$ cat src/rtl/screen_fetch_arbiter_pkg.sv
// Shared definitions for the screen RAM fetch arbiter: widths, default screen base,
// state encoding and the screen cell address helper.
package screen_fetch_arbiter_pkg;

    localparam int ADDR_W = 11;
    localparam int DATA_W = 8;
    localparam int ROW_W  = 5;
    localparam int COL_W  = 5;

    localparam logic [ADDR_W-1:0] SCREEN_BASE_DEFAULT = 11'h200;

    typedef enum logic [2:0] {
        ST_IDLE    = 3'd0,
        ST_CPU_ACC = 3'd1,
        ST_CPU_ACK = 3'd2,
        ST_FETCH   = 3'd3,
        ST_DRAIN   = 3'd4
    } arb_state_t;

    // Screen RAM address of cell (row, col); the add wraps naturally at 2048.
    function automatic logic [ADDR_W-1:0] cell_addr(
        input logic [ADDR_W-1:0] base,
        input logic [ROW_W-1:0]  row,
        input logic [COL_W-1:0]  col
    );
        return base + {1'b0, row, col};
    endfunction

endpackage

$ cat src/rtl/screen_fetch_arbiter.sv
// Arbitrates the single screen RAM port between CPU accesses and video row fetches
// that fill the line buffer; video always has priority.
//
// state    | meaning
// ---------+---------------------------------------------------------------
// IDLE     | port free; start a due fetch, else accept a CPU request
// CPU_ACC  | CPU RAM cycle on the port
// CPU_ACK  | cpu_ack pulse, read data returned; chain into a pending fetch
// FETCH    | 32 RAM reads of one pixel row, write-back trails by one cycle
// DRAIN    | final line buffer write of column 31
module screen_fetch_arbiter
    import screen_fetch_arbiter_pkg::*;
#(
    parameter logic [ADDR_W-1:0] SCREEN_BASE = SCREEN_BASE_DEFAULT,
    parameter int                ROW_CELLS   = 32
) (
    input  logic              clk,
    input  logic              reset,
    input  logic              line_start,
    input  logic [ROW_W-1:0]  fetch_row,
    input  logic              cpu_req,
    input  logic              cpu_we,
    input  logic [ADDR_W-1:0] cpu_addr,
    input  logic [DATA_W-1:0] cpu_wdata,
    output logic              cpu_ack,
    output logic [DATA_W-1:0] cpu_rdata,
    output logic              ram_en,
    output logic              ram_we,
    output logic [ADDR_W-1:0] ram_addr,
    output logic [DATA_W-1:0] ram_wdata,
    input  logic [DATA_W-1:0] ram_rdata,
    output logic              lb_we,
    output logic [COL_W-1:0]  lb_waddr,
    output logic [DATA_W-1:0] lb_wdata,
    output logic              fetch_busy,
    output logic              fetch_overrun
);

    localparam logic [COL_W-1:0] LAST_COL = COL_W'(ROW_CELLS - 1);

    arb_state_t       state;
    logic [ROW_W-1:0] row;
    logic [COL_W-1:0] col;
    logic             pend;
    logic [ROW_W-1:0] pend_row;
    logic             fetch_due;
    logic [ROW_W-1:0] start_row;

    // A latched request keeps its row; a simultaneous new pulse is the one dropped.
    always_comb begin
        fetch_due = pend | line_start;
        start_row = pend ? pend_row : fetch_row;
    end

    assign cpu_rdata = ram_rdata;
    assign lb_wdata  = ram_rdata;

    always_ff @(posedge clk) begin
        if (reset) begin
            state         <= ST_IDLE;
            cpu_ack       <= 1'b0;
            ram_en        <= 1'b0;
            ram_we        <= 1'b0;
            ram_addr      <= '0;
            ram_wdata     <= '0;
            lb_we         <= 1'b0;
            lb_waddr      <= '0;
            fetch_busy    <= 1'b0;
            fetch_overrun <= 1'b0;
            pend          <= 1'b0;
            pend_row      <= '0;
            row           <= '0;
            col           <= '0;
        end else begin
            cpu_ack <= 1'b0;
            ram_en  <= 1'b0;
            ram_we  <= 1'b0;
            lb_we   <= 1'b0;

            case (state)
                ST_IDLE: begin
                    if (fetch_due) begin
                        if (pend && line_start) fetch_overrun <= 1'b1;
                        pend       <= 1'b0;
                        row        <= start_row;
                        col        <= '0;
                        ram_en     <= 1'b1;
                        ram_addr   <= cell_addr(SCREEN_BASE, start_row, COL_W'(0));
                        fetch_busy <= 1'b1;
                        state      <= ST_FETCH;
                    end else if (cpu_req) begin
                        ram_en    <= 1'b1;
                        ram_we    <= cpu_we;
                        ram_addr  <= cpu_addr;
                        ram_wdata <= cpu_wdata;
                        state     <= ST_CPU_ACC;
                    end
                end

                ST_CPU_ACC: begin
                    if (line_start) begin
                        if (pend) begin
                            fetch_overrun <= 1'b1;
                        end else begin
                            pend     <= 1'b1;
                            pend_row <= fetch_row;
                        end
                    end
                    cpu_ack <= 1'b1;
                    state   <= ST_CPU_ACK;
                end

                ST_CPU_ACK: begin
                    if (fetch_due) begin
                        if (pend && line_start) fetch_overrun <= 1'b1;
                        pend       <= 1'b0;
                        row        <= start_row;
                        col        <= '0;
                        ram_en     <= 1'b1;
                        ram_addr   <= cell_addr(SCREEN_BASE, start_row, COL_W'(0));
                        fetch_busy <= 1'b1;
                        state      <= ST_FETCH;
                    end else begin
                        state <= ST_IDLE;
                    end
                end

                ST_FETCH: begin
                    if (line_start) fetch_overrun <= 1'b1;
                    lb_we    <= 1'b1;
                    lb_waddr <= col;
                    if (col == LAST_COL) begin
                        state <= ST_DRAIN;
                    end else begin
                        col      <= col + 1'b1;
                        ram_en   <= 1'b1;
                        ram_addr <= cell_addr(SCREEN_BASE, row, col + 1'b1);
                    end
                end

                ST_DRAIN: begin
                    if (line_start) fetch_overrun <= 1'b1;
                    fetch_busy <= 1'b0;
                    state      <= ST_IDLE;
                end

                default: state <= ST_IDLE;
            endcase
        end
    end

endmodule

$ cat config.mk
export PLATFORM = sky130hd
export DESIGN_NAME = screen_fetch_arbiter
export DESIGN_NICKNAME = d
export VERILOG_FILES = /design/src/rtl/screen_fetch_arbiter_pkg.sv /design/src/rtl/screen_fetch_arbiter.sv
export SDC_FILE = /design/constraint.sdc
export NUM_CORES = 1
export LEC_CHECK = 0
export CORE_MARGIN = 2
export CORE_UTILIZATION = 48
export DETAILED_ROUTE_END_ITERATION = 6
export GPL_ROUTABILITY_DRIVEN = 0
export PLACE_DENSITY = 0.84
export SYNTH_ARGS = -nofsm -noshare
export SYNTH_HDL_FRONTEND = slang
export SYNTH_SLANG_ARGS = --single-unit
export TNS_END_PERCENT = 20
$ cat constraint.sdc
create_clock -name clk -period 3.4 [get_ports clk]
set_clock_uncertainty 0.2 [all_clocks]
set_input_delay 0.85 -clock clk [delete_from_list [all_inputs] [get_ports clk]]
set_output_delay 0.85 -clock clk [all_outputs]
set_load 0.01 [all_outputs]
# After elaboration in Yosys (flattened, before gate mapping)

Index checks and enable logic that the tools add are counted.
Widths: inputs -> output; s select.

Register bits after elaboration: 49
Bits in latches: 0
RAM bits: 0
Bits in read-only memories: 0
Bits of input ports: 37
Output and inout port bits: 46
Word-level logic and storage cells: 85
Memories: 0

Add/subtract/negate cells: 3
$mul: 0
Divide/modulo/power cells: 0
Order comparisons: 0
Equality and inequality tests: 14
Shifts and indexed selects: 0
Muxes and demuxes: 31
Bitwise operators: 4
Reduce and logical (&&, ||, !) cells: 19

Operator list:

| operator               | number |
|---|---|
| $mux 11                | 4 |
| $pmux 11 s3            | 1 |
| $add 10x10->11 const A | 2 |
| $mux 5                 | 3 |
| $mux 1                 | 13 |
| $pmux 3 s4             | 1 |
| $ne 2x2->1 const B     | 5 |
| $pmux 5 s2             | 1 |
| $mux 3                 | 3 |
| $reduce_and 3->1       | 3 |
| $reduce_and 2->1       | 4 |
| $eq 3x2->1 const B     | 2 |
| $ne 2x1->1 const B     | 3 |
| $pmux 1 s3             | 2 |
| $reduce_and 6->1       | 1 |
| $reduce_bool 2->1      | 3 |
| $reduce_bool 3->1      | 2 |
| $add 5x1->5 const B    | 1 |
| $eq 5x5->1 const B     | 1 |
| $pmux 1 s2             | 2 |
| $reduce_and 4->1       | 1 |
| $reduce_or 2->1        | 2 |
| $reduce_or 4->1        | 1 |
| $eq 3x1->1 const B     | 1 |
| 7 further kinds        | 9 |

# Longest topological paths before layout

Gate-level depths: netlist of run 1.

Depth after elaboration: 4
Mapped depth: 8
Mapped depth without buffers: 7

# Worst setup path after synthesis of run 1

OpenSTA, ideal clock, no wires.

Path kind: input to output
Start: input ram_rdata[0]
End: output cpu_rdata[0]
Data arrival time: 0.969 ns
Data required time: 2.350 ns
Slack: 1.381 ns
Cell stages on the path: 1
Path buffers: 1
Cells stage by stage: buf_4

RTL lines:

| element            | line                       | text |
|---|---|---|
| start: declaration | screen_fetch_arbiter.sv:31 | `input logic [DATA_W-1:0] ram_rdata,` |
| end: declaration   | screen_fetch_arbiter.sv:26 | `output logic [DATA_W-1:0] cpu_rdata,` |

No word-level cell between the ends.

# Final worst setup path of run 1

Start: input cpu_req
End: register ram_addr[10]

Word-level cells in the longest chain between the ends: 2

RTL lines:

| element                           | line                        | text |
|---|---|---|
| start: declaration                | screen_fetch_arbiter.sv:21  | `input logic cpu_req,` |
| $ne 3x3->1 (no source line)       | --                          |  |
| $reduce_and 4->1 (no source line) | --                          |  |
| end signal: assignment            | screen_fetch_arbiter.sv:88  | `ram_addr <= cell_addr(SCREEN_BASE, start_row, COL_W'(0));` |
| end signal: assignment            | screen_fetch_arbiter.sv:94  | `ram_addr <= cpu_addr;` |
| end signal: assignment            | screen_fetch_arbiter.sv:120 | `ram_addr <= cell_addr(SCREEN_BASE, start_row, COL_W'(0));` |
| end: declaration                  | screen_fetch_arbiter.sv:29  | `output logic [ADDR_W-1:0] ram_addr,` |

Every way passes these cells.
A chain may end at the register's enable or synchronous reset.

==> Flow_metrics.wiki, run 1 <==
{| class="wikitable"
! Metric !! Value
|-
| Result of the run || complete, no violations
|-
| Peak supply drop || 0.260 mV
|-
| Number of design rule violations left after detail routing || 0
|-
| Final-report max-slew violation count || 0
|-
| Switching Fraction || 27.5%
|-
| Count of state elements after synthesis || 49
|-
| Leftover overflow at the end of global routing || 0
|-
| Clock latency on the worst-skew pair || 0.30 ns
|-
| Share of the synthesized area in the top cell type || 41.4%
|-
| Placement Setup Slack || 0.481 ns
|-
| Hold violation count in the final report || 0
|-
| Finish-stage setup viols || 0
|-
| Leading cell types by total area after synthesis || sky130_fd_sc_hd__dfxtp_1 (41%), sky130_fd_sc_hd__mux2i_1 (11%), sky130_fd_sc_hd__buf_4 (6.0%)
|-
| Final routed wire length divided by cell count || 14.0 um
|-
| Remaining antenna violation count || 0
|-
| Layout overhead on the synthesized area || 23.2%
|-
| Post-synthesis cell count || 256
|-
| PD cells || 422 nW/um2
|-
| Worst R2R Path Depth || 8
|-
| Smallest setup slack after layout || 0.804 ns
|-
| Number of setup buffers added after CTS || 0
|-
| Filler cells || 440
|-
| 1st-pass router iterations || 4
|-
| Worst path arrival time || 2.56 ns
|-
| Number of cells on the worst hold path || 2
|-
| Transition time of the tightest slew-check pin || 0.767 ns
|-
| Initial antenna violation count || 0
|-
| Largest fanout on the critical path || 12
|-
| Number of placed I/O pins || 83
|-
| Top achievable clock speed || 0.385 GHz
|-
| Max Cap Violations || 0
|-
| Clock period minus worst slack || 2.60 ns
|-
| Area of the core || 4750 um2
|-
| Switching power total || 0.000339 W
|-
| Num CTS Buffers || 5
|-
| Count of vias placed by the detailed router || 1,891
|-
| Final-layout setup total negative slack || 0 ns
|-
| Critical path capture point type || flop
|-
| Row count || 25
|-
| DPL Wire Length || 3570 um
|-
| Diode insertion count for antenna repair || 0
|-
| DR iter-0 viols || 79
|-
| WS Path Type || input port to flop
|-
| Die extent in y || 74.3 um
|-
| CTS root buffer || sky130_fd_sc_hd__clkbuf_8
|-
| Ys flop type || sky130_fd_sc_hd__dfxtp_1
|-
| Total Nets Final || 330
|-
| Port Buffer Count || 58
|-
| Via count of the first global-routing pass || 1,780
|-
| Fraction of layout cells with a size suffix above 1 || 9.25%
|-
| Post-Syn Nets || 295
|-
| Wire length of the first global-routing pass || 8460 um
|-
| Post-synthesis cell area || 2370 um2
|-
| Cell Int Power || 0.000894 W
|-
| Horizontal extent of the die || 74.3 um
|-
| Maximum number of pins on one net before global-route repair || 40
|-
| Sequential share of the synthesized area || 41.4%
|-
| CTS tree || done
|-
| Leading area contributor after synthesis || sky130_fd_sc_hd__dfxtp_1
|-
| Critical Path Start Type || input port
|-
| Post-synthesis area per instance || 9.26 um2
|-
| Combinational cell fraction of total power || 21.0%
|-
| Ys Warns || 0
|-
| Average vias per placed instance || 5.27
|-
| Share of async-settable or async-resettable flops after synthesis || 0%
|-
| H-tree depth || 2
|-
| Area of the die || 5520 um2
|-
| Ratio of final minimum period to clock period || 76.4%
|-
| Clock-pin slew reported for the worst setup and hold paths after clock tree synthesis || 0.09 ns
|-
| GRT Util Overall || 19.9%
|-
| Setup repair after global routing missed its margin || no
|-
| Relative slew slack || 48.8%
|-
| Post-synth EDFFs || 0
|-
| Hold bufs inserted after CTS || 0
|-
| Number of cells upsized or downsized after cts || 0
|-
| Distinct cell type count of the synthesized netlist || 46
|-
| Clock network fraction of total power || 26.5%
|-
| Final WL || 5020 um
|-
| Bufs on Longest Clock Path || 2
|-
| Leakage power || 1.17 nW
|-
| HP Class || flop to flop
|-
| Crit path required time || 3.37 ns
|-
| Clock sink total || 49
|-
| Initial Util || 49.9%
|-
| Part of the power in registers || 52.4%
|}
Yosys cell counts, types with 3 or more instances:
| library cell | instances |
|---|---|
| sky130_fd_sc_hd__nor3_1 | 7 |
| sky130_fd_sc_hd__dfxtp_1 | 49 |
| sky130_fd_sc_hd__buf_4 | 19 |
| sky130_fd_sc_hd__o31ai_1 | 5 |
| sky130_fd_sc_hd__nor2b_1 | 3 |
| sky130_fd_sc_hd__mux2_2 | 6 |
| sky130_fd_sc_hd__buf_2 | 8 |
| sky130_fd_sc_hd__and3_1 | 3 |
| sky130_fd_sc_hd__clkbuf_1 | 3 |
| sky130_fd_sc_hd__nor2_1 | 31 |
| sky130_fd_sc_hd__a211oi_1 | 3 |
| sky130_fd_sc_hd__nand2_1 | 11 |
| sky130_fd_sc_hd__nand2b_1 | 4 |
| sky130_fd_sc_hd__a211oi_2 | 4 |
| sky130_fd_sc_hd__inv_1 | 8 |
| sky130_fd_sc_hd__a31oi_1 | 5 |
| sky130_fd_sc_hd__o21ai_0 | 7 |
| sky130_fd_sc_hd__mux2i_1 | 25 |
| sky130_fd_sc_hd__a21oi_1 | 21 |
per-layer routing:
metal  global-route usage [%]  vias to the layer above  routed length (um)
met5                        0                        -                   0
met1                     25.4                      886                2240
met2                     33.0                       45                2460
met3                     5.42                        6                 269
met4                     6.35                        0                  43
li1                         -                      954                   -
cell type report:
| type | instances | area (um2) | share of cell area [%] |
|---|---|---|---|
| Clock inverter | 2 | 10.0 | 0.343 |
| Multi-Input combinational cell | 166 | 1140 | 39.0 |
| Tap cell | 67 | 83.8 | 2.87 |
| Clock buffer | 6 | 72.6 | 2.49 |
| Inverter | 8 | 30.0 | 1.03 |
| Sequential cell | 49 | 981 | 33.6 |
| Timing Repair Buffer | 61 | 603 | 20.7 |
path summary, 6_finish.rpt:
path                                  from                         to  slack, ns
setup / recovery                   cpu_req  ram_addr[10]$_SDFFE_PP0P_       0.80
hold / removal    lb_waddr[0]$_SDFFE_PP0N_   lb_waddr[0]$_SDFFE_PP0N_       0.26
setup reg to reg       col[0]$_SDFFE_PP0P_  ram_addr[10]$_SDFFE_PP0P_       0.94
hold reg to reg   lb_waddr[0]$_SDFFE_PP0N_   lb_waddr[0]$_SDFFE_PP0N_       0.26
metrics by stage:
| stage | cells | area, um2 | power (W) | utilization (%) | hold WS [ns] |
|---|---|---|---|---|---|
| finish | 359 | 2920 | 0.00123 | 61.4 | 0.255 |
| global route | 359 | 2920 | 0.00129 | 61.4 | 0.288 |
| CTS | 359 | 2920 | 0.00124 | 61.4 | 0.260 |
| detailed placement | 351 | 2840 | 0.000919 | 59.7 | 0.249 |
| global placement | 351 | 2840 | 0.000912 | 59.7 | 0.242 |
| floorplan | 256 | 2370 | 0.000828 | - | 0.248 |
critical path, cell delays in order:
cell and delay [ns]:
sky130_fd_sc_hd__clkdlybuf4s50_1 0.45, sky130_fd_sc_hd__nor2b_1 0.19, sky130_fd_sc_hd__o31a_1 0.44, sky130_fd_sc_hd__or2_1 0.48, sky130_fd_sc_hd__a311oi_1 0.15
state kept, by name, summed over array words and instances, names as in the netlist, 3 cells and up:
signal,cells
ram_addr,11
ram_wdata,8
col,5
lb_waddr,5
pend_row,5
row,5
state,3
logic make-up (layout without fill, tap and decap cells):
| family | Yosys count | in the layout | synth area share, % |
|---|---|---|---|
| DFF | 49 | 49 | 41.4 |
| AOI/OAI and AO/OA | 57 | 57 | 16.5 |
| buffers and inverters | 41 | 77 | 10.6 |
| adders and majority gates | 2 | 2 | 1.06 |
| and+or+nand+nor | 75 | 75 | 16.8 |
| muxes | 31 | 31 | 13.4 |
| xor gates and xnor gates | 1 | 1 | 0.369 |
cell usage in the layout (no fill, tap or decap), types with 3 or more instances in the layout:
master                             n
sky130_fd_sc_hd__nor2_1           31
sky130_fd_sc_hd__a211oi_2          4
sky130_fd_sc_hd__mux2i_1          25
sky130_fd_sc_hd__clkbuf_8          5
sky130_fd_sc_hd__nor3_1            7
sky130_fd_sc_hd__a21oi_1          21
sky130_fd_sc_hd__a211oi_1          3
sky130_fd_sc_hd__a31oi_1           5
sky130_fd_sc_hd__and3_1            3
sky130_fd_sc_hd__dfxtp_1          49
sky130_fd_sc_hd__nor2b_1           3
sky130_fd_sc_hd__mux2_2            6
sky130_fd_sc_hd__nand2_1          11
sky130_fd_sc_hd__o21ai_0           7
sky130_fd_sc_hd__inv_1             8
sky130_fd_sc_hd__buf_4             3
sky130_fd_sc_hd__o31ai_1           5
sky130_fd_sc_hd__clkdlybuf4s50_1  58
sky130_fd_sc_hd__nand2b_1          4
power by group through the flow:
| stage | registers (W) | clock network, W | logic [W] |
|---|---|---|---|
| after floorplan | 0.000655 | 0 | 0.000173 |
| after global routing | 0.000653 | 0.000356 | 0.000285 |
| after detailed placement | 0.000659 | 0 | 0.000260 |
| after global placement | 0.000659 | 0 | 0.000254 |
| after CTS | 0.000646 | 0.000332 | 0.000261 |
| final | 0.000647 | 0.000327 | 0.000259 |
Note: power is estimated with default switching activity, not from simulation.
==> inputs of run 2 (changes only) <==
--- a/config.mk
+++ b/config.mk
@@ -6,10 +6,10 @@
 export NUM_CORES = 1
 export LEC_CHECK = 0
 export CORE_MARGIN = 2
-export CORE_UTILIZATION = 48
+export CORE_UTILIZATION = 41
 export DETAILED_ROUTE_END_ITERATION = 6
 export GPL_ROUTABILITY_DRIVEN = 0
-export PLACE_DENSITY = 0.84
+export PLACE_DENSITY = 0.77
 export SYNTH_ARGS = -nofsm -noshare
 export SYNTH_HDL_FRONTEND = slang
 export SYNTH_SLANG_ARGS = --single-unit
==> constraint.sdc (replaced) <==
create_clock -name clk -period 2.2 [get_ports clk]
set_clock_uncertainty 0.2 [all_clocks]
set_input_delay 0.55 -clock clk [delete_from_list [all_inputs] [get_ports clk]]
set_output_delay 0.55 -clock clk [all_outputs]
set_load 0.01 [all_outputs]
==> run 2 against run 1 <==
  * Global-route usage is 2.6 points lower
  * Sequential power is 52% higher
  * Final cell count is 5.3% higher
  * First-iteration DRC count is 34% higher
  * Core utilization is 6.2 points lower
  * Combinational power is 74% higher
  * Sequential cell count stayed put
  * Power is 59% higher
  * Register-to-register slack worse by 0.81 ns
  * Sequential share of layout area is 1.5 points lower
  * Clock power is 61% higher
  * Critical path depth is 3 higher
  * Critical endpoint is now col[4]$_SDFFE_PP0P_
  * Largest cell class unchanged
  * Largest power group unchanged
  * Highest routed layer unchanged
==> Flow_metrics.wiki, run 2 (synthesized netlist as in run 1, its figures left out) <==
{| class="wikitable"
! Metric !! Value
|-
| Top achievable clock speed || 0.482 GHz
|-
| Peak supply drop || 0.392 mV (+51%)
|-
| Worst path cell trace || ha_2 > and3_1 > ha_2 > nand3b_1 > buf_4 > a21oi_4 > mux2i_1 > nor2_1
|-
| WS Path Type || flop to flop
|-
| Number of cells on the worst hold path || 2 (unchanged)
|-
| Die extent in y || 80.0 um (+7.8%)
|-
| Clock latency on the worst-skew pair || 0.30 ns (about the same)
|-
| Largest reg by FF count || ram_addr
|-
| Finish-stage setup viols || 0 (unchanged)
|-
| Hold bufs inserted after CTS || 0 (unchanged)
|-
| Clock-pin slew reported for the worst setup and hold paths after clock tree synthesis || 0.08 ns (about the same)
|-
| Total Nets Final || 345 (+4.5%)
|-
| Diode insertion count for antenna repair || 0 (unchanged)
|-
| Fraction of layout cells with a size suffix above 1 || 14.4% (+5.1 points)
|-
| Number of placed instances, taps included || 371 (+5.7%)
|-
| Relative slew slack || 61.5% (+13 points)
|-
| Most used cells in the layout excluding fill and tap cells || sky130_fd_sc_hd__clkdlybuf4s50_1 (58), sky130_fd_sc_hd__dfxtp_1 (49), sky130_fd_sc_hd__nor2_1 (31)
|-
| Ratio of final minimum period to clock period || 94.3%
|-
| Hold Worst Slack || 0.256 ns (+0.00119 ns)
|-
| Number of placed I/O pins || 83 (unchanged)
|-
| Count of vias placed by the detailed router || 1,965 (+3.9%)
|-
| Number of cells upsized or downsized after cts || 0 (unchanged)
|-
| H-tree depth || 2 (unchanged)
|-
| Port Buffer Count || 58 (unchanged)
|-
| Worst path arrival time || 2.07 ns (-0.49 ns)
|-
| Bufs on Longest Clock Path || 2 (unchanged)
|-
| Result of the run || complete, no violations
|-
| Overall Power || 0.00196 W (+59%)
|-
| Critical path capture point type || flop
|-
| Via count of the first global-routing pass || 1,937 (+8.8%)
|-
| Kind of cell adding the most delay to the critical path || simple AND/OR/NAND/NOR gates
|-
| Average vias per placed instance || 5.20 (-1.3%)
|-
| Critical Path Start Type || flop
|-
| Remaining antenna violation count || 0 (unchanged)
|-
| Area of the core || 5540 um2 (+17%)
|-
| Clock period minus worst slack || 2.07 ns
|-
| Largest fanout on the critical path || 5 (-7)
|-
| Sum of buffers and inverters on the critical path || 1 (unchanged)
|-
| CTS root buffer || sky130_fd_sc_hd__clkbuf_8
|-
| Worst R2R Path Depth || 8 (unchanged)
|-
| Number of setup buffers added after CTS || 0 (unchanged)
|-
| Final-report max-slew violation count || 0 (unchanged)
|-
| Number of design rule violations left after detail routing || 0 (unchanged)
|-
| Num CTS Buffers || 5 (unchanged)
|-
| WP depth || 8 (+3)
|-
| Leakage power || 1.25 nW (+6.2%)
|-
| Crit path required time || 2.19 ns (-1.18 ns)
|-
| GRT Util Overall || 17.3% (-2.6 points)
|-
| Maximum number of pins on one net before global-route repair || 22 (-45%)
|-
| Leftover overflow at the end of global routing || 0 (unchanged)
|-
| Registers with the most flip-flops || ram_addr (11), ram_wdata (8)
|-
| Standard cell with the maximum stage delay on the critical path || sky130_fd_sc_hd__dfxtp_1
|-
| Max Cap Violations || 0 (unchanged)
|-
| Final routed wire length divided by cell count || 13.8 um (-1.0%)
|-
| Row count || 27 (+8.0%)
|-
| DR iter-0 viols || 106 (+34%)
|-
| Crit-path most repeated cell || sky130_fd_sc_hd__ha_2
|-
| Layout overhead on the synthesized area || 29.1%
|-
| Clock sink total || 49 (unchanged)
|-
| 1st-pass router iterations || 4 (unchanged)
|-
| Layout Cells excl Fill || 378 (+5.3%)
|-
| PD cells || 642 nW/um2 (+52%)
|-
| CTS tree || done
|-
| Most common library cell in the layout ignoring fill and taps || sky130_fd_sc_hd__clkdlybuf4s50_1
|-
| HP Class || flop to flop
|-
| Area of the die || 6410 um2 (+16%)
|-
| Initial Util || 42.8% (-7.1 points)
|-
| Final WL || 5230 um (+4.2%)
|-
| Hold violation count in the final report || 0 (unchanged)
|-
| Wire length of the first global-routing pass || 8630 um (+2.0%)
|-
| Horizontal extent of the die || 80.0 um (+7.8%)
|-
| Worst path max stage delay || 0.32 ns (-0.16 ns)
|-
| Flip-flop count of the largest register, all copies and words added || 11 (unchanged)
|-
| Transition time of the tightest slew-check pin || 0.576 ns (-0.191 ns)
|-
| DPL Wire Length || 3850 um (+8.0%)
|-
| Initial antenna violation count || 0 (unchanged)
|}
==> run 2: path summary, 6_finish.rpt <==
path,start,endpoint,slack (ns)
setup / recovery,col[0]$_SDFFE_PP0P_,col[4]$_SDFFE_PP0P_,0.13
hold / removal,lb_waddr[0]$_SDFFE_PP0N_,lb_waddr[0]$_SDFFE_PP0N_,0.26
setup reg to reg,col[0]$_SDFFE_PP0P_,col[4]$_SDFFE_PP0P_,0.13
hold reg to reg,lb_waddr[0]$_SDFFE_PP0N_,lb_waddr[0]$_SDFFE_PP0N_,0.26
==> run 2: per-layer routing <==
metal / global-route usage [%] / vias to the layer above / part of all wire, %
li1: - / 979 / -
met1: 20.4 / 930 / 44
met2: 29.4 / 47 / 49
met3: 4.19 / 9 / 5.8
met4: 8.14 / 0 / 0.98
met5: 0 / - / 0
==> run 2: final cells by class <==
class                           instances  area [um2]
Tap cell                               72        90.1
Timing Repair Buffer                   76         728
Clock buffer                            7        86.3
Multi-Input combinational cell        166        1140
Sequential cell                        49         981
Inverter                                8        30.0
Fill cell                             509        2480
==> run 2: power by group <==
part | leakage (nW) | switching [W] | internal (W)
Combinational | 0.801 | 0.000207 | 0.000244
Sequential | 0.401 | 0.0000414 | 0.000945
Clock | 0.0443 | 0.000278 | 0.000250
Total | 1.25 | 0.000526 | 0.00144
==> run 2: worst register-to-register path: cells and delay by family (launching register included) <==
family,cells,cell delay [ns]
adders and majority gates,2,0.38
buffers and inverters,1,0.16
muxes,1,0.23
DFF,1,0.32
and+or+nand+nor,3,0.41
AOI/OAI and AO/OA,1,0.26
==> run 2: per-stage QoR <==
stage	setup TNS, ns	utilization [%]	cell area, um2	worst slack [ns]
global route	-0.0122	55.2	3060	-0.0103
floorplan	0	-	2370	0.231
CTS	0	55.1	3060	0.0194
detailed placement	-1.90	53.6	2970	-0.139
finish	0	55.2	3060	0.126
global placement	-0.676	53.6	2970	-0.0948
